<file path="config.mk">
export PLATFORM = sky130hd
export DESIGN_NAME = adc_stream_router
export DESIGN_NICKNAME = d
export VERILOG_FILES = /design/src/rtl/adc_stream_router.sv
export SDC_FILE = /design/constraint.sdc
export NUM_CORES = 1
export LEC_CHECK = 0
export ABC_AREA = 1
export ABC_CLOCK_PERIOD_IN_PS = 5300
export BUFFER_PORTS_ARGS = -buffer_cell sky130_fd_sc_hd__buf_2
export CORE_MARGIN = 3
export CORE_UTILIZATION = 35
export DETAILED_ROUTE_END_ITERATION = 8
export GPL_ROUTABILITY_DRIVEN = 1
export GPL_TIMING_DRIVEN = 1
export MAX_ROUTING_LAYER = met4
export PLACE_DENSITY = 0.58
export SETUP_SLACK_MARGIN = 0.2
export SLEW_MARGIN = 15
export SYNTH_ARGS = -nofsm -noshare
export SYNTH_HDL_FRONTEND = slang
export SYNTH_SLANG_ARGS = --single-unit
</file>
<file path="constraint.sdc">
create_clock -name clk -period 5.3 [get_ports clk]
set_input_delay 0 -clock clk [delete_from_list [all_inputs] [get_ports clk]]
set_output_delay 0 -clock clk [all_outputs]
set_load 0.005 [all_outputs]
</file>
<file path="src/rtl/adc_stream_router.sv">
// Routes NCH ADC channels onto NOUT FIFO write ports in whole frames of FRAME_LEN samples,
// with frame-boundary source switching and a saturating overflow count.
module adc_stream_router #(
   parameter int NCH       = 4,
   parameter int NOUT      = 2,
   parameter int DW        = 16,
   parameter int FRAME_LEN = 256,
   parameter int SELW      = 3
) (
   input  logic                          clk,
   input  logic                          rst,
   input  logic                          enable,
   input  logic                          sample_cs,
   input  logic [NCH*DW-1:0]             ch_data,
   input  logic                          sel_wr,
   input  logic [NOUT*SELW-1:0]          sel_in,
   input  logic [NOUT-1:0]               fifo_full,
   output logic [NOUT*DW-1:0]            out_data,
   output logic                          out_wr,
   output logic                          frame_start,
   output logic                          active,
   output logic [NOUT*SELW-1:0]          cur_sel,
   output logic [$clog2(FRAME_LEN)-1:0]  sample_cnt,
   output logic [15:0]                   overflow_cnt
);

   localparam int CW = $clog2(FRAME_LEN);

   typedef enum logic [1:0] {IDLE, ARMED, RUN, SKIP} state_t;

   state_t                 state;
   logic                   s1, s2, s3;
   logic                   strb;
   logic                   boundary;
   logic                   any_full;
   logic                   last;
   logic [NOUT*SELW-1:0]   pend_sel;
   logic [NOUT*SELW-1:0]   pend_eff;
   logic [NOUT*SELW-1:0]   sel_use;

   // Out-of-range selectors never match a channel and so leave that output at zero.
   function automatic logic [NOUT*DW-1:0] route(input logic [NCH*DW-1:0]    d,
                                                input logic [NOUT*SELW-1:0] s);
      logic [NOUT*DW-1:0] r;
      logic [SELW-1:0]    idx;
      r = '0;
      for (int o = 0; o < NOUT; o++) begin
         idx = s[o*SELW +: SELW];
         for (int c = 0; c < NCH; c++) begin
            if (idx == SELW'(c)) r[o*DW +: DW] = d[c*DW +: DW];
         end
      end
      return r;
   endfunction

   function automatic logic [15:0] sat_inc(input logic [15:0] v);
      return (v == 16'hFFFF) ? v : v + 16'd1;
   endfunction

   assign strb     = s2 & ~s3;
   assign any_full = |fifo_full;
   assign last     = (sample_cnt == CW'(FRAME_LEN - 1));
   assign boundary = strb && (state == ARMED) && (sample_cnt == '0);
   // A selector written in the same cycle as the boundary strobe takes effect on that sample.
   assign pend_eff = sel_wr ? sel_in : pend_sel;
   assign sel_use  = boundary ? pend_eff : cur_sel;

   always_ff @(posedge clk or posedge rst) begin
      if (rst) begin
         state        <= IDLE;
         s1           <= 1'b0;
         s2           <= 1'b0;
         s3           <= 1'b0;
         pend_sel     <= '0;
         cur_sel      <= '0;
         out_data     <= '0;
         out_wr       <= 1'b0;
         frame_start  <= 1'b0;
         active       <= 1'b0;
         sample_cnt   <= '0;
         overflow_cnt <= '0;
      end else begin
         s1          <= sample_cs;
         s2          <= s1;
         s3          <= s2;
         out_wr      <= 1'b0;
         frame_start <= 1'b0;
         if (sel_wr) pend_sel <= sel_in;
         if (state == IDLE || boundary) cur_sel <= pend_eff;

         case (state)
            IDLE: begin
               if (enable) begin
                  state  <= ARMED;
                  active <= 1'b1;
               end
            end
            ARMED: begin
               if (!enable) begin
                  state  <= IDLE;
                  active <= 1'b0;
               end else if (boundary) begin
                  frame_start <= 1'b1;
                  sample_cnt  <= sample_cnt + 1'b1;
                  if (any_full) begin
                     state        <= SKIP;
                     overflow_cnt <= sat_inc(overflow_cnt);
                  end else begin
                     state    <= RUN;
                     out_wr   <= 1'b1;
                     out_data <= route(ch_data, sel_use);
                  end
               end
            end
            RUN, SKIP: begin
               if (strb) begin
                  // Dropped samples still advance the count so all outputs stay frame-aligned.
                  sample_cnt <= sample_cnt + 1'b1;
                  if (state == RUN && !any_full) begin
                     out_wr   <= 1'b1;
                     out_data <= route(ch_data, sel_use);
                  end else begin
                     overflow_cnt <= sat_inc(overflow_cnt);
                  end
                  if (last) begin
                     state  <= enable ? ARMED : IDLE;
                     active <= enable;
                  end
               end
            end
            default: begin
               state  <= IDLE;
               active <= 1'b0;
            end
         endcase
      end
   end

endmodule

</file>
==> results of run 1 <==
-- cells by family (layout without fill, tap and decap cells) --
| logic type | after synthesis | count (layout) | synth area share |
|---|---|---|---|
| flops | 76 | 76 | 0.404 |
| fa+ha+maj | 3 | 3 | 0.00797 |
| xor+xnor | 20 | 20 | 0.0372 |
| buf+inv | 88 | 216 | 0.0892 |
| compound gates | 89 | 89 | 0.119 |
| simple gates | 331 | 331 | 0.338 |
| mux | 2 | 2 | 0.00478 |
| other cells | 0 | 4 | 0 |
-- cell type report --
class | instances | area [um^2] | area share
Inverter | 50 | 194 | 0.0336
Multi-Input combinational cell | 445 | 2400 | 0.415
Timing Repair Buffer | 151 | 798 | 0.138
Sequential cell | 76 | 1900 | 0.330
Clock inverter | 2 | 12.5 | 0.00217
Tap cell | 172 | 215 | 0.0373
Clock buffer | 13 | 240 | 0.0416
Antenna cell | 4 | 10.0 | 0.00174
-- Yosys cell counts, types with 5 or more instances --
| master | count | area share |
|---|---|---|
| sky130_fd_sc_hd__nand2_1 | 167 | 0.13 |
| sky130_fd_sc_hd__dfrtp_1 | 76 | 0.40 |
| sky130_fd_sc_hd__nand4_1 | 73 | 0.097 |
| sky130_fd_sc_hd__inv_1 | 45 | 0.036 |
| sky130_fd_sc_hd__nand3_1 | 41 | 0.044 |
| sky130_fd_sc_hd__a21oi_1 | 35 | 0.037 |
| sky130_fd_sc_hd__o211ai_1 | 32 | 0.051 |
| sky130_fd_sc_hd__nor2_1 | 23 | 0.018 |
| sky130_fd_sc_hd__buf_2 | 17 | 0.018 |
| sky130_fd_sc_hd__nand2_2 | 12 | 0.016 |
| sky130_fd_sc_hd__o21ai_0 | 12 | 0.013 |
| sky130_fd_sc_hd__xor2_1 | 12 | 0.022 |
| sky130_fd_sc_hd__xnor2_1 | 8 | 0.015 |
| sky130_fd_sc_hd__buf_6 | 6 | 0.014 |
| sky130_fd_sc_hd__clkbuf_1 | 6 | 0.0048 |
| sky130_fd_sc_hd__buf_4 | 5 | 0.0080 |
-- critical path, delay by kind of cell, from the launching register on --
family                   cells  cell delay (ns)
AO/OA/AOI/OAI                2             0.80
buffers and inverters        2             0.45
AND/OR/NAND/NOR              7             1.14
flip-flops                   1             0.42
adder cells (fa/ha/maj)      1             0.15
-- placed cells by master, fill, tap and decap left out, types with 23 or more instances in the layout --
cell type,Yosys,layout
sky130_fd_sc_hd__a21oi_1,35,35
sky130_fd_sc_hd__buf_2,17,141
sky130_fd_sc_hd__dfrtp_1,76,76
sky130_fd_sc_hd__inv_1,45,44
sky130_fd_sc_hd__nand2_1,167,167
sky130_fd_sc_hd__nand3_1,41,41
sky130_fd_sc_hd__nand4_1,73,73
sky130_fd_sc_hd__nor2_1,23,23
sky130_fd_sc_hd__o211ai_1,32,32
-- metal layers --
layer  part of all wire  vias up  global-route usage  wire (um)
met5                  0        -                   -          0
met4              0.022        0              0.0721        326
li1                   -     2341                   -          -
met3              0.070       20              0.0552       1060
met1               0.44     2298               0.277       6670
met2               0.46      175               0.313       6970
-- flip-flops by register name (all words and copies together) (netlist names) --
register	cells
out_data	32
overflow_cnt	16
sample_cnt	8
cur_sel	6
pend_sel	6
state	2
active	1
frame_start	1
out_wr	1
s1	1
s2	1
s3	1
-- power by group through the flow --
| stage | Clock, mW | Sequential [mW] | Combinational (mW) |
|---|---|---|---|
| 2_1_floorplan | 0 | 0.685 | 0.721 |
| 3_3_place_gp | 0 | 0.688 | 0.930 |
| 3_5_place_dp | 0 | 0.687 | 0.949 |
| 4_1_cts | 0.562 | 0.678 | 0.955 |
| 5_1_grt | 0.590 | 0.688 | 1.07 |
| 6_report | 0.543 | 0.678 | 0.963 |
-- through the flow --
step            util  area, um^2
4_1_cts        0.447        5760
6_report       0.448        5770
3_3_place_gp   0.422        5440
2_1_floorplan      -        4710
3_5_place_dp   0.422        5440
5_1_grt        0.448        5770
-- worst min path at each step --
stage                     cells past startpoint           end    startpoint  slack (ns)
after CTS                                     5  out_data[20]   ch_data[52]       0.004
final                                         4        out_wr  fifo_full[0]        0.01
after global routing                          5  out_data[20]   ch_data[52]        0.03
after global placement                        1            s1     sample_cs        0.11
after floorplan                               0            s1     sample_cs        0.03
after detailed placement                      1            s1     sample_cs        0.12
==> impl.org, run 1 <==
** Die
- Effective utilization at floorplan :: 0.366
- The core region is 12,900 um^2.
- The die covers ~15,000 um^2.
- I/O Pins :: between 100 and 150
- Floorplan die width :: 122 um
- The die is 122 um tall.
- Standard-cell row count :: 41

** Flow run
- Maxcap violations :: 0

** Global routing
- Overflow after GRT :: 0
- Wire length of the first global-routing pass :: roughly 23 mm
- The number of global-route vias before repair came to roughly 4,400.
- Number of antenna violations at the first check in global routing :: 3
- Across every metal layer, demand over resource in global routing totals 0.210.
- Maximum number of pins on one net before global-route repair :: 77

** Synth
- Flops & latches, synth :: between 70 and 80
- Number of cells produced by synthesis :: 609
- The mapped netlist covers 4710 um^2.
- Share of the yosys chip area belonging to registers :: 0.404
- During synthesis, Yosys emitted a total of 0 warnings.
- A synthesized cell averages 7.74 um^2.
- Synthesized netlist net count :: approximately 690
- FFs w/ async S/R, synth :: 1.00
- Number of unique standard cell types used by synthesis :: 35
- The synthesized design contains 0 enable-type register cells.
- Top flip-flop cell by instance count after synthesis :: sky130_fd_sc_hd__dfrtp_1

** Power
- Summing internal, switching and leakage power gives between 2 and 2.5 mW.
- Net switching power of the design :: 0.953 mW
- Flop pwr share :: 0.310
- Of the total power, the share spent switching nets is 0.436.
- Leakage :: 3.07 nW
- Across the VDD grid, the largest voltage drop is 0.284 mV.
- Of the total power, the clock network draws 0.249.
- The share of total power dissipated in combinational logic is 0.441.
- Internal portion of total power :: 1.23 mW
- Areal power density over the cells :: 379 nW/um^2

** Critical path
- The setup path with the least slack is of type flop to flop.
- Worst endpoint data arrival time :: about 3.3 ns
- Worst r2r path cells :: 12
- The largest individual stage delay along the critical path comes from the cell sky130_fd_sc_hd__o21ai_4.
- STA classifies the critical path startpoint as a flop.
- In this run the critical register-to-register path is launched from sample_cnt[0].
- The most numerous cell type found on the critical path is sky130_fd_sc_hd__nand2_1.
- CP endpoint kind :: flop
- Data on the critical path is required at its endpoint by 5.53 ns.
- Destination of the worst register-to-register timing path :: out_data[29]
- R2r setup slk :: 2.22 ns
- Tracing the worst setup path back leads to its startpoint at sample_cnt[0].
- Peak per-stage delay on the critical path :: between 0.6 and 0.7 ns
- Of all nets on the critical path, the largest fanout is 31.
- In this run the worst setup path terminates at out_data[29].
- Cell chain of the critical path :: inv_1 -> ha_1 -> nand2_1 -> nor2_4 -> nand2_4 -> o21ai_4 -> buf_4 -> nand2_2 -> nor2_4 -> a21oi_1 -> nand2_1 -> nand2_1

** Placement
- Worst slack after detailed placement :: 2.23 ns
- The count of buffers added on input and output ports is 141.
- Routability congestion estimate from global placement :: 0.891
- Detailed placement ended at an HPWL of 10.9 mm.
- DP Cell Count :: 887

** Clocking
- The tree built by TritonCTS fans out to 76 sinks.
- Inserted Clock Buffers :: 9
- After clock tree synthesis, the clock-pin slew on the worst setup and hold paths is 0.05 ns.
- H-tree lvl count :: 3
- CTS tree :: built
- Maximum count of clock buffers along a single path :: 2
- Clock root cell :: sky130_fd_sc_hd__clkbuf_16
- Total setup buffers inserted after CTS :: 0
- Gates resized during post-CTS repair numbered 0.
- Hold-fix buffer count after cts :: 7
- Clock latency reported for the late side of the worst-skew pair :: 0.34 ns

** Cells and area
- In the final layout, the share of cells above drive strength 1 is 0.256.
- Final net count :: slightly above 800
- Excluding fillers, the count of instances in the completed layout stands at just over 900.
- Layout area overhead :: 22.4%
- Fillcell total :: 1,334

** Detailed routing
- For this block, the routed nets add up to ~15 mm of wire.
- Number of vias per cell after detailed routing :: roughly 5.3
- Total via count in the routed design :: 4,834
- First-pass iteration count of the detailed router :: 5
- In the routed design, unresolved DRC markers number 0.
- Average routed wire per standard cell :: 16.5 um
- The detail route stage leaves a number of antenna-violating nets equal to 0.
- The detailed router finished its first iteration with 462 violations.

** STA
- Hold timing on the final database bottoms out at a slack of 0.0116 ns.
- Once routing completed, OpenROAD measured the worst setup slack at 2.22 ns.
- Final-report hold violation count :: 0
- Final Setup Violations :: 0
- For the pin with the worst max-slew slack, the measured transition is just under 1 ns.
- Dividing the final minimum period by the clock period gives 0.582.
- Measured against its own limit, the worst slew margin works out to 0.347.
- The worst path in the final design needs a cycle of 3.08 ns, including I/O delays and setup.
- The number of max-slew violations in the final report is 0.
- Setup repair after global routing left no endpoint under its margin.
- Total negative slack :: 0 ns
- Setup clock skew after layout :: between 0.005 and 0.006 ns
- F_max :: about 0.32 GHz

** Min path
- Path class of the lowest-slack min-delay path :: input port to flop

** Outcome
- Outcome :: finished clean
Power figures use the tool's default switching activity.
==> run 2, diff against run 1 <==
--- a/config.mk
+++ b/config.mk
@@ -6,7 +6,7 @@
 export NUM_CORES = 1
 export LEC_CHECK = 0
 export ABC_AREA = 1
-export ABC_CLOCK_PERIOD_IN_PS = 5300
+export ABC_CLOCK_PERIOD_IN_PS = 2500
 export BUFFER_PORTS_ARGS = -buffer_cell sky130_fd_sc_hd__buf_2
 export CORE_MARGIN = 3
 export CORE_UTILIZATION = 35
@@ -14,7 +14,7 @@
 export GPL_ROUTABILITY_DRIVEN = 1
 export GPL_TIMING_DRIVEN = 1
 export MAX_ROUTING_LAYER = met4
-export PLACE_DENSITY = 0.58
+export PLACE_DENSITY = 0.6
 export SETUP_SLACK_MARGIN = 0.2
 export SLEW_MARGIN = 15
 export SYNTH_ARGS = -nofsm -noshare
==> constraint.sdc (replaced) <==
create_clock -name clk -period 2.5 [get_ports clk]
set_input_delay 0 -clock clk [delete_from_list [all_inputs] [get_ports clk]]
set_output_delay 0 -clock clk [all_outputs]
set_load 0.005 [all_outputs]
==> impl.org, run 2 (synthesis results as in run 1) <==
** Placement
- Detailed placer's ending HPWL :: 10.2 mm (-7.0%)
- Routability congestion estimate from global placement :: 0.889 (-0.18%)
- The worst setup slack before clock tree synthesis is 0.244 ns (-1.99 ns).
- The area after detailed placement came to 5530 um^2 (+1.7%).
- The post-placement cell count was 896 (+1.0%).
- The count of buffers inserted at the top-level ports is 141 (unchanged).

** Min path
- The min-delay analysis places its worst path in the category input port to flop.

** Power
- The cell area power density is 837 nW/um^2 (+120%).
- The relative contribution of sequential cells to total power is 0.283 (-0.027).
- Internal portion of total power :: 2.98 mW (+140%)
- Power after layout :: 5.07 mW (+130%)
- The static leakage power was 3.21 nW (+4.4%).
- Combinational power share :: 0.434 (-0.007)
- Switching portion of total power :: 0.412 (-0.0242)
- The peak supply drop is 0.364 mV (+28%).
- The clock network power share was 0.283 (+0.034).
- The net load switching power came to 2.09 mW (+120%).

** Critical path
- Critical path buffer and inverter count :: 3 (+1)
- STA classifies the critical path startpoint as a flop.
- The critical path data required time was 2.79 ns (-2.74 ns).
- Among the stages of the critical path, the cell type that occurs most often is sky130_fd_sc_hd__nand2_1.
- The signal on the critical path passes through inv_1 -> ha_1 -> nand2_1 -> nor2_4 -> nand2_8 -> nand2_1 -> nand2_2 -> inv_2 -> buf_4 -> nand4_1 -> nand3_1 -> nand2_1 -> nand2_1.
- R2r setup slk :: 0.37 ns (-1.85 ns)
- Worst Path Class, Setup :: flop to flop
- The worst setup path is captured at a flop.
- The critical path's largest stage delay was 0.42 ns (-0.22 ns).
- Delay-heaviest family, CP :: simple AND/OR/NAND/NOR gates
- Worst endpoint data arrival time :: 2.42 ns (-0.89 ns)
- Critical-path maximum fanout :: 16 (-48%)
- For this design, the slowest cell found on the critical path is sky130_fd_sc_hd__dfrtp_1.

** STA
- Slew HR :: 0.592 (+0.245)
- Final-report hold violation count :: 0 (unchanged)
- The final critical path time including I/O delays and setup is 2.13 ns (-0.953 ns).
- The minimum hold slack came to 0.00844 ns (-0.00314 ns).
- Number of pins exceeding their max-slew limit in the final report :: 0 (unchanged)
- Setup repair after global routing missed its margin :: no
- The summed negative setup slack over all endpoints was 0 ns (unchanged).
- Setup clock skew after layout :: 0.00711 ns (+0.00200 ns)
- Final worst path period share :: 0.852 (+0.270)
- The final worst slack is 0.370 ns (-1.85 ns).
- The fmax was 0.470 GHz (+45%).
- The transition at the pin with the smallest max-transition slack was 0.612 ns (-0.367 ns).
- Final Setup Violations :: 0 (unchanged)

** Global routing
- Via count of the first global-routing pass :: 4,658 (+6.1%)
- Combined global-route utilization of all metal layers :: 0.203 (-0.00653)
- Wire length of the first global-routing pass :: 23.3 mm (-0.79%)
- The total overflow reported by the global router came to 0 (unchanged).
- Maximum number of pins on one net before global-route repair :: 65 (-16%)
- The initial antenna violation count was 2 (-1).

** Cells and area
- Most common cell after layout, fill and taps aside :: sky130_fd_sc_hd__nand2_1
- The library cells used most frequently in the layout, excluding fill and tap cells, are sky130_fd_sc_hd__nand2_1 (167), sky130_fd_sc_hd__buf_2 (141), sky130_fd_sc_hd__dfrtp_1 (76).
- Ranked by flip-flop count, first place goes to out_data.
- Number of flip-flops in the largest register :: 32 (unchanged)
- Non-Filler Cell Area, Final :: 6050 um^2 (+5.0%)
- The area growth from synthesis to layout is 28.5%.
- Non-filler cells in the finished layout :: 933 (+2.2%)
- The fraction of layout instances using a drive strength above 1 is 0.277 (+0.0202).
- The end-of-flow core utilization came to 0.470 (+0.0223).
- The number of nets in the layout came to 834 (+2.6%).
- Largest regs :: out_data x32, overflow_cnt x16, sample_cnt x8

** Die
- The die area is 14,900 um^2 (unchanged).
- I/O Pins :: 142 (unchanged)
- The height of the die came to 122 um (unchanged).
- The effective utilization at floorplan came to 0.366 (unchanged).
- Standard-cell row count :: 41 (unchanged)
- Core footprint :: 12,900 um^2 (unchanged)
- The chip width was 122 um (unchanged).

** Clocking
- The worst-case clock buffer depth was 2 (unchanged).
- Clock sink count :: 76 (unchanged)
- The total clock buffers created by CTS was 9 (unchanged).
- Clock root cell :: sky130_fd_sc_hd__clkbuf_16
- TritonCTS built the clock tree.
- Clk pin slew, worst setup/hold paths :: 0.07 ns (+0.02 ns)
- Clock latency reported for the late side of the worst-skew pair :: 0.35 ns (about the same)
- H-tree lvl count :: 3 (unchanged)

** Detailed routing
- The via density per instance was 5.18 (-2.1%).
- Routed Wire Length :: 14.6 mm (-3.1%)
- The number of routed nets with antenna violations was 0 (unchanged).
- The first-pass detailed-route iteration total came to 5 (unchanged).
- The post-detailed-route DRC marker count is 0 (unchanged).
- The number of DRC violations after detailed-routing iteration 0 came to 551 (+19%).
- Average routed wire per standard cell :: 15.6 um (-5.2%)
- The via total after detailed routing came to 4,836 (+0.041%).

** Flow run
- The reported max-cap violation count was 0 (unchanged).

** Outcome
- The run finished with clean final reports.
-- run 2: changes by cell type in the layout (fill, tap and decap cells not counted), moves of 2 or more --
cell and change:
sky130_fd_sc_hd__buf_12 +2, sky130_fd_sc_hd__buf_4 +11, sky130_fd_sc_hd__buf_6 +3, sky130_fd_sc_hd__bufinv_16 +2, sky130_fd_sc_hd__clkbuf_1 -4, sky130_fd_sc_hd__clkinv_4 +3
sky130_fd_sc_hd__diode_2 -2, sky130_fd_sc_hd__dlygate4sd3_1 +5
-- run 2: final timing paths --
path,cells past startpoint,from,endpoint
max,13,sample_cnt[0],out_data[13]
min,5,ch_data[51],out_data[19]
max reg2reg,13,sample_cnt[0],out_data[13]
min reg2reg,0,s1,s2
max in group asynchronous,4,rst,sample_cnt[6]
min in group asynchronous,3,rst,out_data[4]
-- run 2: cell type report --
class	count	area (um^2)
clock inverter	7	101
fill	1297	6820
tap	172	215
clock buffer	9	225
inverter	50	196
antenna	2	5.00
multi-input combinational	445	2400
sequential	76	1900
timing repair buffer	172	1000
-- run 2: per-layer routing --
layer  up-vias  global-route usage  part of all wire
li1       2394                   -                 -
met1      2244               0.259              0.43
met2       181               0.315              0.47
met3        17              0.0548             0.079
met4         0              0.0658             0.014
met5         -                   -                 0
-- run 2: tightest hold or removal path: stages --
cell and delay, ns:
sky130_fd_sc_hd__buf_2 0.10, sky130_fd_sc_hd__inv_1 0.06, sky130_fd_sc_hd__a21oi_1 0.06, sky130_fd_sc_hd__nand2_1 0.06, sky130_fd_sc_hd__nand2_1 0.04
-- run 2: repair_timing --
| item | 4_1_cts | 5_1_grt |
|---|---|---|
| endpoints found under the hold margin | 39 | 0 |
| endpoints found under the setup margin | 0 | 33 |
| hold buffers | 12 | 0 |
| buffers inserted | 0 | 7 |
| resized for setup | 0 | 6 |
-- run 2: power by group through the flow --
stage               combinational [mW]  clock [mW]  sequential, mW
global placement                  2.07           0            1.45
detailed placement                2.13           0            1.46
finish                            2.20        1.43            1.43
global route                      2.43        1.52            1.45
floorplan                         1.53           0            1.45
CTS                               2.15        1.47            1.43
==> run 3, diff against run 2 <==
--- a/config.mk
+++ b/config.mk
@@ -10,11 +10,12 @@
 export BUFFER_PORTS_ARGS = -buffer_cell sky130_fd_sc_hd__buf_2
 export CORE_MARGIN = 3
 export CORE_UTILIZATION = 35
+export CTS_BUF_LIST = sky130_fd_sc_hd__clkbuf_8
 export DETAILED_ROUTE_END_ITERATION = 8
 export GPL_ROUTABILITY_DRIVEN = 1
 export GPL_TIMING_DRIVEN = 1
 export MAX_ROUTING_LAYER = met4
-export PLACE_DENSITY = 0.6
+export PLACE_DENSITY = 0.61
 export SETUP_SLACK_MARGIN = 0.2
 export SLEW_MARGIN = 15
 export SYNTH_ARGS = -nofsm -noshare
==> impl.org, run 3 (synthesis results as in run 1) <==
** STA
- Final Setup Violations :: 0 (unchanged)
- The minimum hold slack is 0.00965 ns (+0.00121 ns).
- The final worst-path cycle share is 0.850 (-0.00156).
- Slew HR :: 0.598 (+0.00623)
- The setup skew after layout was 0.0103 ns (+0.00320 ns).
- Setup repair after global routing missed its margin :: no
- The count of final hold-check violations came to 0 (unchanged).
- F_max :: 0.470 GHz (+0.18%)
- Min Clock Period, post-route :: 2.13 ns (-0.00389 ns)
- The final worst slack is 0.374 ns (+0.00389 ns).
- The transition at the pin with the smallest max-transition slack was 0.602 ns (-0.00934 ns).
- Number of pins exceeding their max-slew limit in the final report :: 0 (unchanged)

** Critical path
- The worst path buffer plus inverter count is 3 (unchanged).
- The largest individual stage delay along the critical path comes from the cell sky130_fd_sc_hd__dfrtp_1.
- The critical path data required time came to 2.80 ns (about the same).
- CP endpoint kind :: flop
- Peak per-stage delay on the critical path :: 0.42 ns (about the same)
- Delay-heaviest family, CP :: simple AND/OR/NAND/NOR gates
- The largest driver fanout on the critical path came to 22 (+6).
- Cell chain of the critical path :: inv_1 -> ha_1 -> nand2_1 -> nor2_4 -> nand2_8 -> nand2_1 -> nand2_2 -> inv_2 -> buf_6 -> nand4_1 -> nand3_1 -> nand2_1 -> nand2_1
- Worst Setup Start Kind :: flop
- Crit path top cell by count :: sky130_fd_sc_hd__nand2_1
- Worst Path Class, Setup :: flop to flop
- The arrival time of the worst setup path is 2.42 ns (about the same).

** Placement
- The post-placement cell count came to 896 (unchanged).
- Routability congestion estimate from global placement :: 0.877 (-1.4%)
- The count of buffers inserted at the top-level ports came to 141 (unchanged).
- The half-perimeter wire length of the detailed placement result was 10.4 mm (+2.3%).
- Worst slack after detailed placement :: -0.0486 ns (-0.292 ns)

** Cells and area
- Reg area :: 1900 um^2 (unchanged)
- Area occupied by multi-input gates :: 2400 um^2 (unchanged)
- Ranked by flip-flop count, first place goes to out_data.
- Non-filler cells in the finished layout :: 938 (+0.54%)
- The number of fill cells was 1,346 (+3.8%).
- The fraction of layout instances using a drive strength above 1 was 0.273 (-0.00383).
- In the final layout, the registers with the most flip-flops are out_data x32, overflow_cnt x16, sample_cnt x8.
- Most used cells in the layout excluding fill and tap cells :: sky130_fd_sc_hd__nand2_1 (167), sky130_fd_sc_hd__buf_2 (141), sky130_fd_sc_hd__dfrtp_1 (76)
- The count of inserted antenna diode cells came to 0 (-2).
- Layout area overhead :: 26.8%
- Number of flip-flops in the largest register :: 32 (unchanged)
- Most common cell after layout, fill and taps aside :: sky130_fd_sc_hd__nand2_1
- Final net count :: 841 (+0.84%)

** Outcome
- Outcome :: finished clean

** Die
- The effective utilization at floorplan is 0.366 (unchanged).
- Die Ht :: 122 um (unchanged)
- Die footprint :: 14,900 um^2 (unchanged)
- The core area came to 12,900 um^2 (unchanged).
- I/O Pins :: 142 (unchanged)
- The chip width was 122 um (unchanged).
- The count of standard-cell rows is 41 (unchanged).

** Power
- The static leakage power is 3.17 nW (-1.1%).
- Max VDD drop :: 0.353 mV (-3.0%)
- Areal power density over the cells :: 761 nW/um^2 (-9.1%)

** Detailed routing
- The detail-routed net length per standard cell came to 15.4 um (-1.0%).
- Total via count in the routed design :: 4,930 (+1.9%)
- Remaining antenna violation count after routing :: 0 (unchanged)
- The final routed wirelength across all metal layers was 14.5 mm (-0.50%).
- Number of vias per cell after detailed routing :: 5.26 (+1.4%)
- Iteration-0 DRC Markers :: 475 (-14%)
- First-pass iteration count of the detailed router :: 5 (unchanged)
- Number of design rule violations left after detail routing :: 0 (unchanged)

** Global routing
- Via count of the first global-routing pass :: 4,800 (+3.0%)
- The aggregate global-route resource usage came to 0.201 (-0.00156).
- The global-route wire length before repair was 23.3 mm (about the same).
- Overflow after GRT :: 0 (unchanged)
- Maximum number of pins on one net before global-route repair :: 65 (unchanged)
- Number of antenna violations at the first check in global routing :: 0 (-2)

** Flow run
- The reported max-cap violation count was 0 (unchanged).

** Clocking
- TritonCTS built the clock tree.
- The total clock buffers created by CTS came to 9 (unchanged).
- The insertion delay of the later-clocked pin in the worst-skew pair is 0.36 ns (about the same).
- The clock sink count was 76 (unchanged).
- The clock-pin transition on the worst setup and hold timing paths was 0.08 ns (about the same).
- Clock root cell :: sky130_fd_sc_hd__clkbuf_8
- H-tree lvl count :: 3 (unchanged)
- The worst-case clock buffer depth came to 2 (unchanged).

** Min path
- The worst hold path belongs to the class input port to flop.
-- run 3: path summary, 6_finish.rpt --
check                         startpoint           end  slack (ns)  depth (start not counted)
max                        sample_cnt[0]  out_data[31]        0.37                         13
min                          ch_data[48]  out_data[16]        0.01                          5
max reg2reg                sample_cnt[0]  out_data[31]        0.37                         13
min reg2reg                           s1            s2        0.36                          0
max in group asynchronous            rst   out_data[8]        1.62                          4
min in group asynchronous            rst  out_data[19]        0.16                          3
-- run 3: cell type report --
class	instances	area share
clock inverter	4	0.00398
inverter	50	0.0333
multi-input combinational	445	0.403
timing repair buffer	179	0.178
sequential	76	0.318
tap	172	0.0360
clock buffer	12	0.0277
-- run 3: layer usage --
metal | global-route usage | wire length [um] | vias up
li1 | - | - | 2387
met1 | 0.258 | 6480 | 2269
met2 | 0.310 | 6470 | 246
met3 | 0.0446 | 1200 | 28
met4 | 0.0805 | 345 | 0
met5 | - | 0 | -
-- run 3: repair_timing --
action	in CTS	in global routing
buffers inserted	4	3
pin swaps	2	2
gates resized for setup	1	7
hold buffers	19	0
endpoints found under the setup margin	22	36
hold endpoints to repair	49	0
-- run 3: through the flow --
stage	TNS, ns	instance area (um^2)	utilization	power, mW
finish	0	5970	0.464	4.55
floorplan	0	4710	-	2.98
global route	0	5970	0.464	4.86
detailed placement	-0.133	5500	0.427	3.52
global placement	0	5500	0.427	3.47
CTS	0	5920	0.459	4.50
-- run 3: power by group --
part | switching [mW] | internal (mW) | total, mW
Sequential | 0.0960 | 1.34 | 1.43
Combinational | 1.44 | 0.763 | 2.20
Clock | 0.473 | 0.437 | 0.910
-- run 3: tightest hold or removal path, stage by stage --
cell and delay, ns:
sky130_fd_sc_hd__buf_2 0.09, sky130_fd_sc_hd__inv_1 0.08, sky130_fd_sc_hd__a21oi_1 0.07, sky130_fd_sc_hd__nand2_1 0.06, sky130_fd_sc_hd__nand2_1 0.04
